--- src/rtl/fifo_pkg.sv ---
// Shared types and constants for the async FIFO and its read-side stream adapter.
package fifo_pkg;

  localparam int unsigned DATA_WIDTH       = 8;
  localparam int unsigned STREAM_BUF_DEPTH = 2;

  typedef enum logic [1:0] {
    OCC_EMPTY,
    OCC_ONE,
    OCC_TWO
  } occ_t;

endpackage

--- src/rtl/fifo_skid_buf.sv ---
// Two-entry in-order data store: captures go to the tail, pops take the head.
module fifo_skid_buf
  import fifo_pkg::*;
#(
  parameter int unsigned DATA_WIDTH = fifo_pkg::DATA_WIDTH
) (
  input  logic                  clk_i,
  input  logic                  rst_ni,
  input  logic                  flush_i,
  input  logic                  cap_i,
  input  logic [DATA_WIDTH-1:0] cap_data_i,
  input  logic                  pop_i,
  output occ_t                  occ_o,
  output logic [DATA_WIDTH-1:0] head_o
);

  occ_t                  occ_q, occ_d;
  logic [DATA_WIDTH-1:0] head_q, head_d;
  logic [DATA_WIDTH-1:0] tail_q, tail_d;

  always_comb begin
    occ_d  = occ_q;
    head_d = head_q;
    tail_d = tail_q;
    unique case (occ_q)
      OCC_EMPTY: begin
        if (cap_i) begin
          head_d = cap_data_i;
          occ_d  = OCC_ONE;
        end
      end
      OCC_ONE: begin
        if (cap_i && pop_i) begin
          head_d = cap_data_i;
        end else if (cap_i) begin
          tail_d = cap_data_i;
          occ_d  = OCC_TWO;
        end else if (pop_i) begin
          occ_d = OCC_EMPTY;
        end
      end
      OCC_TWO: begin
        // The issue rule never lets a capture land while full.
        if (pop_i) begin
          head_d = tail_q;
          occ_d  = OCC_ONE;
        end
      end
      default: occ_d = OCC_EMPTY;
    endcase
    if (flush_i) begin
      occ_d = OCC_EMPTY;
    end
  end

  always_ff @(posedge clk_i or negedge rst_ni) begin
    if (!rst_ni) begin
      occ_q  <= OCC_EMPTY;
      head_q <= '0;
      tail_q <= '0;
    end else begin
      occ_q  <= occ_d;
      head_q <= head_d;
      tail_q <= tail_d;
    end
  end

  assign occ_o  = occ_q;
  assign head_o = head_q;

endmodule

--- src/rtl/fifo_rd_stream.sv ---
// Read-side adapter for fifo_async: hides the 1-cycle read latency behind a
// 2-entry prefetch buffer and presents a full-throughput valid/ready stream.
module fifo_rd_stream
  import fifo_pkg::*;
#(
  parameter int unsigned DATA_WIDTH = fifo_pkg::DATA_WIDTH,
  parameter int unsigned CNT_WIDTH  = 16
) (
  input  logic                  rd_clk,
  input  logic                  rd_rst_n,
  input  logic                  fifo_empty,
  output logic                  fifo_rd_en,
  input  logic [DATA_WIDTH-1:0] fifo_rd_data,
  input  logic                  flush,
  output logic                  m_valid,
  input  logic                  m_ready,
  output logic [DATA_WIDTH-1:0] m_data,
  output logic [CNT_WIDTH-1:0]  xfer_count
);

  occ_t                 occ;
  logic                 inflight_q, inflight_d;
  logic [CNT_WIDTH-1:0] xfer_count_q, xfer_count_d;
  logic                 pop;
  logic                 cap;
  logic [2:0]           fill;

  assign m_valid = (occ != OCC_EMPTY);
  assign pop     = m_valid && m_ready;
  // A word landing during flush is discarded rather than buffered.
  assign cap     = inflight_q && !flush;
  assign fill    = {1'b0, 2'(occ)} + {2'b00, inflight_q};

  always_comb begin
    // Gated by reset so the pop request drops the instant reset asserts.
    fifo_rd_en   = rd_rst_n && !fifo_empty && !flush && (fill < (3'd2 + {2'b00, pop}));
    inflight_d   = fifo_rd_en;
    xfer_count_d = xfer_count_q + CNT_WIDTH'(pop);
  end

  always_ff @(posedge rd_clk or negedge rd_rst_n) begin
    if (!rd_rst_n) begin
      inflight_q   <= 1'b0;
      xfer_count_q <= '0;
    end else begin
      inflight_q   <= inflight_d;
      xfer_count_q <= xfer_count_d;
    end
  end

  fifo_skid_buf #(
    .DATA_WIDTH(DATA_WIDTH)
  ) u_skid_buf (
    .clk_i     (rd_clk),
    .rst_ni    (rd_rst_n),
    .flush_i   (flush),
    .cap_i     (cap),
    .cap_data_i(fifo_rd_data),
    .pop_i     (pop),
    .occ_o     (occ),
    .head_o    (m_data)
  );

  assign xfer_count = xfer_count_q;

endmodule

--- config.mk ---
export PLATFORM = sky130hd
export DESIGN_NAME = fifo_rd_stream
export DESIGN_NICKNAME = d
export VERILOG_FILES = /design/src/rtl/fifo_pkg.sv /design/src/rtl/fifo_skid_buf.sv /design/src/rtl/fifo_rd_stream.sv
export SDC_FILE = /design/constraint.sdc
export NUM_CORES = 1
export LEC_CHECK = 0
export ABC_AREA = 1
export BUFFER_PORTS_ARGS = -buffer_cell sky130_fd_sc_hd__buf_2
export CORE_MARGIN = 2
export CORE_UTILIZATION = 30
export DETAILED_ROUTE_END_ITERATION = 10
export SLEW_MARGIN = 40
export SYNTH_ARGS = -nofsm -noshare
export SYNTH_HDL_FRONTEND = slang
export SYNTH_SLANG_ARGS = --single-unit
--- constraint.sdc ---
create_clock -name rd_clk -period 2.2 [get_ports rd_clk]
set_input_delay 0.22 -clock rd_clk [delete_from_list [all_inputs] [get_ports rd_clk]]
set_output_delay 0.22 -clock rd_clk [all_outputs]
set_load 0.01 [all_outputs]
==> flow_summary.ini, run 1 <==
[detailed_routing]
drt-total-wl_um = 3720
routed_wire_length_per_instance_um = 11.2
drtIter0Drc = 59
via_count = 1480
routed_via_density = 4.44
drtPass1Iterations = 4
drtAntennaViolNets = 0
drc = 0

[placement]
dp_hpwl_um = 2720
port_buffers = 38
gp_congestion = 0.762

[sta]
setup_viol = 0
period_share = 0.815
finalMaxSlewViolations = 0
fin_worst_skew_ns = 0.00269
relSlewSlack = 0.693
whs_ns = -0.0113
finalHoldViolCount = 35
tightest_slew_ns = 0.461
timing.final.crit_period_ns = 1.79
rsz0062_at_grt = no
setup_tns_ns = 0
max_freq_mhz = 558

[pwr]
comb_power_share = 0.216
p_seq_frac = 0.462
vdd_ir_drop_max_v = 0.000299
p_clk_frac = 0.321
power.switching_uw = 574
p_leak_uw = 0.00117
swShare = 0.305
p_per_area_mw_per_mm2 = 877
intPower_uw = 1310

[die]
die-area_sq_mm = 0.00653
fp-row-count = 27
initial_core_util = 0.315
core_area_sq_mm = 0.00561
die_w_um = 80.8
dieHeight_um = 80.8
design.portCount = 39

[global_route]
grt_max_degree = 36
grt_overflow_total = 0
grt_pass1_vias = 1459
antenna_found_initial = 0
grt.total_usage = 0.131
grt_pass1_wl_um = 6560

[layout]
fillers = 607
utilization = 0.383
multi_input_area_sq_um = 753
area_growth_pct = 21.4
seq_area_sq_um = 876
final_cell_mix = nand2_1, buf_2, dfrtp_1
nets = 276
drive_above_1_share = 0.234
layout_commonest_cell = nand2_1
diodes = 0

[cts]
path_clk_slew_ns = 0.07
ctsResizeCount = 0
cts_setup_buffers = 0
clk_latency_ns = 0.29
cts_buffer_depth = 2
cts_tree = built
htree_num_levels = 2
numCtsBuffers = 5
cts_sinks = 35
hold_buffers = 0
cts_root_buf = clkbuf_8

[logic_synthesis]
synth_area_leaders = dfrtp_1, nand2_1, nor2_1, inv_1, a21oi_1
yosys_warnings = 0
syn_nets = 233
yosys.area.top_type = dfrtp_1
netlist_instances = 217
ys_seq_area_frac = 0.495
syn_area_sq_mm = 0.00177
synthDistinctLibCells = 25
yosys.area.top_type_share = 0.495
synth-seq-cells = 35
avgSynthCellArea_sq_um = 8.15

[setup_path]
critPathArrivalTime_ns = 1.97
setup.worst_path.class = reg -> reg
cp_max_fo = 5
cp-end-kind = flop
cp-start-kind = flop
critical_path_required_ns = 2.38

[status]
status = complete, but fails checks
violations = negative hold slack

[run]
drv_cap = 0

[min_path]
hold_path.class = in -> async
==> per-layer routing <==
metal / wire length [um] / up-vias / GRT usage
met2: 1760 / 34 / 0.230
met5: 0 / - / 0
li1: - / 765 / -
met1: 1680 / 675 / 0.152
met4: 52 / 0 / 0.0458
met3: 229 / 6 / 0.0389
==> stage by stage <==
stage | power, uW | hold WS, ns | area (sq um) | instances | worst slack, ns
global placement | 1290 | 0.327 | 2030 | 325 | 0.440
CTS | 1920 | 0.0000161 | 2150 | 333 | 0.395
floorplan | 1120 | -0.0756 | 1770 | 217 | 0.545
detailed placement | 1300 | 0.321 | 2030 | 325 | 0.416
finish | 1880 | -0.0113 | 2150 | 333 | 0.407
global route | 2010 | 0.0254 | 2150 | 333 | 0.203
==> path summary, 6_finish.rpt <==
check	startpoint	to	slack [ns]	depth (start not counted)
max	u_skid_buf.occ_o[1]$_DFFE_PN0P_	xfer_count[10]$_DFF_PN0_	0.41	10
min	rd_rst_n	u_skid_buf.occ_o[1]$_DFFE_PN0P_	-0.01	2
max reg2reg	u_skid_buf.occ_o[1]$_DFFE_PN0P_	xfer_count[10]$_DFF_PN0_	0.41	10
min reg2reg	u_skid_buf.head_o[4]$_DFFE_PN0P_	u_skid_buf.head_o[4]$_DFFE_PN0P_	0.49	2
max in group asynchronous	rd_rst_n	u_skid_buf.tail_q[0]$_DFFE_PN0P_	1.89	2
min in group rd_clk	flush	u_skid_buf.occ_o[1]$_DFFE_PN0P_	0.17	2
==> synth_stat cells (all sizes together) <==
| library cell | number |
|---|---|
| dfrtp | 35 |
| o31ai | 1 |
| nand4 | 3 |
| nand3b | 1 |
| xor2 | 5 |
| xnor2 | 1 |
| buf | 3 |
| inv | 30 |
| ha | 3 |
| nor3 | 4 |
| nor2 | 33 |
| nand2 | 58 |
| nand3 | 12 |
| o21ai | 10 |
| or2 | 1 |
| a21oi | 17 |
==> power groups by stage <==
stage	logic (uW)	clock network, uW	registers [uW]
final	408	605	871
after global routing	461	664	888
after CTS	416	634	873
after global placement	410	0	881
after detailed placement	414	0	885
after floorplan	201	0	919
==> logic make-up (layout without fill, tap and decap cells) <==
| kind of cell | count (synthesis) | in the layout | synth area share |
|---|---|---|---|
| AND/OR/NAND/NOR | 112 | 112 | 0.288 |
| buffers and inverters | 33 | 77 | 0.0792 |
| adder cells (fa/ha/maj) | 3 | 3 | 0.0212 |
| XOR/XNOR | 6 | 6 | 0.0297 |
| flip-flops | 35 | 35 | 0.495 |
| AO/OA/AOI/OAI | 28 | 28 | 0.0870 |
==> registers in the layout (all words and copies together) (netlist names) <==
signal             cells
u_skid_buf.tail_q      8
u_skid_buf.head_o      8
u_skid_buf.occ_o       2
xfer_count            16
inflight_q             1
==> area by class of cell <==
class,instances,area share
flip-flops and latches,35,0.408
multi-input cells,149,0.351
repair buffers,39,0.0921
inverters,30,0.0524
clock inverters,2,0.0163
well taps,72,0.0420
clock buffers,6,0.0385
==> worst max-delay path, cell delays in order, from the launching register on <==
cell	delay [ns]
dfrtp_1	0.42
inv_2	0.07
nand2_2	0.11
nand3_4	0.12
inv_1	0.10
ha_1	0.17
nand2_1	0.08
nor2_1	0.24
nand2_1	0.15
o21ai_0	0.16
nand2_1	0.06
(Power assumes the default switching activity.)
==> run 2, diff against run 1 <==
--- a/config.mk
+++ b/config.mk
@@ -5,7 +5,7 @@
 export SDC_FILE = /design/constraint.sdc
 export NUM_CORES = 1
 export LEC_CHECK = 0
-export ABC_AREA = 1
+export ABC_AREA = 0
 export BUFFER_PORTS_ARGS = -buffer_cell sky130_fd_sc_hd__buf_2
 export CORE_MARGIN = 2
 export CORE_UTILIZATION = 30
==> constraint.sdc (replaced) <==
create_clock -name rd_clk -period 1.8 [get_ports rd_clk]
set_input_delay 0.18 -clock rd_clk [delete_from_list [all_inputs] [get_ports rd_clk]]
set_output_delay 0.18 -clock rd_clk [all_outputs]
set_load 0.01 [all_outputs]
==> run 2 against run 1 <==
  * The run now ends clean
  * Hold slack improved by 0.13 ns
  * Die area down 11%
  * Cell area fell by 7.2%
==> flow_summary.ini, run 2 <==
[global_route]
grt_pass1_vias = 1129
grt_max_degree = 36
grt_pass1_wl_um = 5200
antenna_found_initial = 0
grt_overflow_total = 0
grt.total_usage = 0.111

[die]
dieHeight_um = 76.1
core_area_sq_mm = 0.00507
initial_core_util = 0.308
die-area_sq_mm = 0.00580
die_w_um = 76.1
design.portCount = 39
fp-row-count = 26

[sta]
finalMaxSlewViolations = 0
whs_ns = 0.116
fin_worst_skew_ns = 0.00173
setup_viol = 0
max_freq_mhz = 572
finalHoldViolCount = 0
period_share = 0.971
rsz0062_at_grt = yes
relSlewSlack = 0.662
tightest_slew_ns = 0.500
timing.final.crit_period_ns = 1.75

[setup_path]
reg2reg_to = xfer_count[10]$_DFF_PN0_
worst_r2r_path_depth = 7
cp-end-kind = output port
critPathArrivalTime_ns = 1.57
critical_path_required_ns = 1.62
cp_max_fo = 3
setup.worst_path.class = reg -> out
r2r_start = u_skid_buf.occ_o[0]$_DFFE_PN0P_
r2r_slack_ns = 0.10
cp-start-kind = flop

[logic_synthesis]
synthDistinctLibCells = 28
synth-seq-cells = 35
yosys.area.top_type_share = 0.561
avgSynthCellArea_sq_um = 12.3
synth_edf_count = 0
yosysMostFrequentCell = dfrtp_1
netlist_instances = 127
synthTopCellsByCount = dfrtp_1, xnor2_1, nand2_1, o21ai_1
syn_nets = 143
yosys.area.top_type = dfrtp_1
synth_area_leaders = dfrtp_1, xnor2_1, mux2_1, mux2i_1, o21ai_1
synth_top_flop_cell = dfrtp_1
syn_area_sq_mm = 0.00156
yosys_warnings = 0
ys_seq_area_frac = 0.561
postSynth.asyncResetShare = 1.00

[layout]
layout_commonest_cell = buf_2
nets = 194
layout.cells.non_filler = 249
drive_above_1_share = 0.330
area_growth_pct = 27.6
fillers = 518
diodes = 0
final_cell_mix = buf_2, dfrtp_1, xnor2_1
largest_reg_flops = 16

[placement]
gp_congestion = 0.761
dp_hpwl_um = 2100
port_buffers = 38
dp.cells = 237

[cts]
numCtsBuffers = 5
cts_buffer_depth = 2
clk_latency_ns = 0.28
cts_root_buf = clkbuf_8
cts_sinks = 35
htree_num_levels = 2
path_clk_slew_ns = 0.07
cts_tree = built

[pwr]
p_per_area_mw_per_mm2 = 906
vdd_ir_drop_max_v = 0.000519
power_uw = 1800
p_leak_uw = 0.000992

[detailed_routing]
via_count = 1121
drtPass1Iterations = 4
drtIter0Drc = 21
drt-total-wl_um = 2970
drtAntennaViolNets = 0
drc = 0
routed_wire_length_per_instance_um = 11.9
routed_via_density = 4.50

[run]
drv_cap = 0

[min_path]
holdPathEnd = u_skid_buf.occ_o[0]$_DFFE_PN0P_
whs_path_depth = 2
hold_path.class = in -> reg
worstHoldStart = flush

[status]
status = finished clean
-- run 2: cell count changes after synthesis, moves of 8 or more --
cell / change
nor2_1: -27
a21oi_1: -11
o21ai_1: +8
mux2i_1: +8
inv_1: -28
xnor2_1: +11
mux2_1: +8
o21ai_0: -8
nand2_1: -43
-- run 2: cells by family after synthesis --
logic type	after synthesis	share of synthesized area
XOR/XNOR	15	0.0841
multiplexers	16	0.109
flip-flops	35	0.561
adder cells (fa/ha/maj)	3	0.0240
AO/OA/AOI/OAI	15	0.0601
AND/OR/NAND/NOR	39	0.143
buffers and inverters	4	0.0184
-- run 2: critical path: stages, from the launching register on --
cell and delay [ns]:
dfrtp_2 0.43, ha_2 0.19, ha_1 0.26, o21ai_1 0.06, and4b_1 0.21, buf_2 0.13
-- run 2: cell type report --
cell class / count / area [sq um] / area share
sequential: 35 / 877 / 0.440
timing repair buffer: 48 / 280 / 0.141
tap: 70 / 87.6 / 0.0440
clock inverter: 1 / 5.00 / 0.00251
clock buffer: 7 / 76.3 / 0.0383
multi-input combinational: 88 / 666 / 0.334
-- run 2: power by group --
group / switching (uW) / internal [uW] / total, uW
combinational: 164 / 145 / 309
clock: 274 / 271 / 546
sequential: 66.0 / 884 / 950
-- run 2: routing by layer --
metal	part of all wire	vias to the layer above	wire length, um	global-route usage
li1	-	552	-	-
met1	0.49	534	1470	0.145
met2	0.44	31	1300	0.168
met3	0.060	4	177	0.0450
met4	0.0098	0	29	0.0364
met5	0	-	0	0
-- run 2: what timing repair did --
item,4_1_cts,5_1_grt
hold endpoints to repair,35,0
gates resized for setup,1,4
setup buffers,2,1
setup endpoints to repair,1,5
pin swaps,0,1
hold buffers,1,0
-- run 2: worst max-delay path by stage --
stage | from | to | slack [ns] | depth (start not counted)
2_1_floorplan | u_skid_buf.occ_o[0]$_DFFE_PN0P_ | xfer_count[10]$_DFF_PN0_ | 0.17 | 6
3_3_place_gp | u_skid_buf.occ_o[0]$_DFFE_PN0P_ | xfer_count[10]$_DFF_PN0_ | 0.16 | 6
5_1_grt | u_skid_buf.occ_o[0]$_DFFE_PN0P_ | fifo_rd_en | -0.04 | 5
3_5_place_dp | u_skid_buf.occ_o[0]$_DFFE_PN0P_ | xfer_count[10]$_DFF_PN0_ | 0.12 | 6
4_1_cts | inflight_q$_DFF_PN0_ | fifo_rd_en | 0.02 | 5
6_report | u_skid_buf.occ_o[0]$_DFFE_PN0P_ | fifo_rd_en | 0.05 | 5
-- run 2: metrics by stage --
| stage | TNS (ns) | setup WS, ns | instance area [sq um] | util |
|---|---|---|---|---|
| floorplan | 0 | 0.168 | 1560 | - |
| global placement | 0 | 0.158 | 1870 | 0.368 |
| detailed placement | 0 | 0.118 | 1870 | 0.368 |
| CTS | 0 | 0.0164 | 1980 | 0.389 |
| global route | -0.0381 | -0.0381 | 1990 | 0.393 |
| finish | 0 | 0.0528 | 1990 | 0.393 |
==> run 3, diff against run 2 <==
--- a/config.mk
+++ b/config.mk
@@ -8,8 +8,9 @@
 export ABC_AREA = 0
 export BUFFER_PORTS_ARGS = -buffer_cell sky130_fd_sc_hd__buf_2
 export CORE_MARGIN = 2
-export CORE_UTILIZATION = 30
+export CORE_UTILIZATION = 52
 export DETAILED_ROUTE_END_ITERATION = 10
+export PLACE_DENSITY = 0.78
 export SLEW_MARGIN = 40
 export SYNTH_ARGS = -nofsm -noshare
 export SYNTH_HDL_FRONTEND = slang
==> constraint.sdc (replaced) <==
create_clock -name rd_clk -period 1.7 [get_ports rd_clk]
set_input_delay 0.17 -clock rd_clk [delete_from_list [all_inputs] [get_ports rd_clk]]
set_output_delay 0.17 -clock rd_clk [all_outputs]
set_load 0.01 [all_outputs]
==> run 3 against run 2 <==
  * The flow now finishes with violations (design-rule violations, negative setup slack)
  * First-iteration DRC count grew to 3.0 times the previous value
  * Hold slack lost 0.068 ns
  * Utilization grew 31 points
  * Sequential power grew 7%
  * Global-route usage grew 9.0 points
  * Clock-buffer cell count shrank 1
==> flow_summary.ini, run 3 (same netlist as run 2, synthesis figures left out) <==
[layout]
layout.cells.non_filler = 211
largest_reg_flops = 16
fillers = 225
seq_area_sq_um = 877
diodes = 0
area_growth_pct = 26.1
layout_commonest_cell = buf_2
drive_above_1_share = 0.356
utilization = 0.702
multi_input_area_sq_um = 692
nets = 195
final_cell_mix = buf_2, dfrtp_1, xnor2_1

[sta]
fin_worst_skew_ns = 0.00425
relSlewSlack = 0.714
rsz0062_at_grt = yes
setup_tns_ns = -0.0908
finalMaxSlewViolations = 0
period_share = 1.05
setup_slack_ns = -0.0835
timing.final.crit_period_ns = 1.78
tightest_slew_ns = 0.429
setup_viol = 2
finalHoldViolCount = 0
max_freq_mhz = 561

[setup_path]
reg2reg_to = xfer_count[14]$_DFF_PN0_
critical_path_required_ns = 1.53
cp-start-kind = flop
setup.worst_path.class = reg -> out
cpPeakStageDelay_ns = 0.46
cp_common_cell = ha_4
r2r_slack_ns = -0.01
r2r_start = u_skid_buf.occ_o[0]$_DFFE_PN0P_
path_cells = ha_4, ha_4, o21ai_2, and4b_1, buf_2
slowest_stage = dfrtp_2
worst_r2r_path_depth = 7
critPathArrivalTime_ns = 1.61
cp_max_fo = 4
cp-end-kind = output port

[placement]
dp.cells = 199
gp_congestion = 0.838
pre_cts_slack_ns = 0.0736
port_buffers = 38
dp_hpwl_um = 2090

[cts]
cts_root_buf = clkbuf_4
path_clk_slew_ns = 0.10
cts_buffer_depth = 2
cts_tree = built
htree_num_levels = 2
clk_latency_ns = 0.34
cts_sinks = 35
numCtsBuffers = 5

[status]
status = complete, but fails checks
violations = design-rule violations, negative setup slack

[min_path]
hold_path.class = in -> reg
whs_path_depth = 2
worstHoldStart = fifo_rd_data[3]
holdPathEnd = u_skid_buf.tail_q[3]$_DFFE_PN0P_

[die]
die-area_sq_mm = 0.00346
design.portCount = 39
die_w_um = 58.8
initial_core_util = 0.557
dieHeight_um = 58.8
fp-row-count = 19
core_area_sq_mm = 0.00281

[pwr]
p_per_area_mw_per_mm2 = 987
p_leak_uw = 0.000998
vdd_ir_drop_max_v = 0.000679

[detailed_routing]
drt-total-wl_um = 2960
via_count = 1166
drc = 3
drtAntennaViolNets = 0
routed_via_density = 5.53
routed_wire_length_per_instance_um = 14.0
drtIter0Drc = 64
drtPass1Iterations = 7

[global_route]
grt_overflow_total = 0
grt.total_usage = 0.201
grt_pass1_wl_um = 5190
antenna_found_initial = 0
grt_max_degree = 36
grt_pass1_vias = 1188

[run]
drv_cap = 0
==> run 3: cell type report <==
type,count,share of cell area
Sequential cell,35,0.445
Timing Repair Buffer,49,0.140
Multi-Input combinational cell,88,0.351
Tap cell,31,0.0197
Clock buffer,6,0.0260
Clock inverter,2,0.0178
==> run 3: through the flow <==
| step | power, uW | cell area (sq um) | hold slack (ns) |
|---|---|---|---|
| floorplan | 1170 | 1560 | -0.126 |
| global placement | 1310 | 1810 | 0.288 |
| detailed placement | 1330 | 1810 | 0.274 |
| CTS | 1970 | 1970 | 0.0249 |
| global route | 2050 | 1970 | 0.0336 |
| finish | 1940 | 1970 | 0.0484 |
==> run 3: where the power goes <==
part           total (uW)  switching [uW]  internal (uW)
Sequential           1020            84.9            935
Clock                 623             276            347
Combinational         301             158            143
Total                1940             519           1430
==> run 3: worst max-delay path by stage <==
stage / start / to / cells past startpoint
floorplan: u_skid_buf.occ_o[0]$_DFFE_PN0P_ / xfer_count[10]$_DFF_PN0_ / 6
global placement: u_skid_buf.occ_o[0]$_DFFE_PN0P_ / xfer_count[10]$_DFF_PN0_ / 6
detailed placement: u_skid_buf.occ_o[0]$_DFFE_PN0P_ / xfer_count[14]$_DFF_PN0_ / 6
CTS: u_skid_buf.occ_o[0]$_DFFE_PN0P_ / fifo_rd_en / 5
global route: u_skid_buf.occ_o[0]$_DFFE_PN0P_ / fifo_rd_en / 5
finish: u_skid_buf.occ_o[0]$_DFFE_PN0P_ / fifo_rd_en / 5
==> run 3: worst max-delay path: cells and delay by family (launching register included) <==
| family | cells | cell delay [ns] |
|---|---|---|
| adder cells (fa/ha/maj) | 2 | 0.44 |
| buffers and inverters | 1 | 0.14 |
| AND/OR/NAND/NOR | 1 | 0.19 |
| flip-flops | 1 | 0.46 |
| AO/OA/AOI/OAI | 1 | 0.04 |
==> run 3: what timing repair did <==
action                                 CTS  global route
pin swaps                                2             2
hold buffers                             1             0
endpoints found under the hold margin   35             0
setup buffers                            3             0
cloned                                   0             0
setup endpoints to repair                1             7
resized for setup                        7             0
==> run 3: routing by layer <==
layer  part of all wire  wire [um]  vias up  track usage
met5                  0          0        -            0
met4              0.017         49        0       0.0747
met3              0.061        180        6       0.0725
met2               0.50       1470       36        0.343
met1               0.42       1260      569        0.231
li1                   -          -      555            -
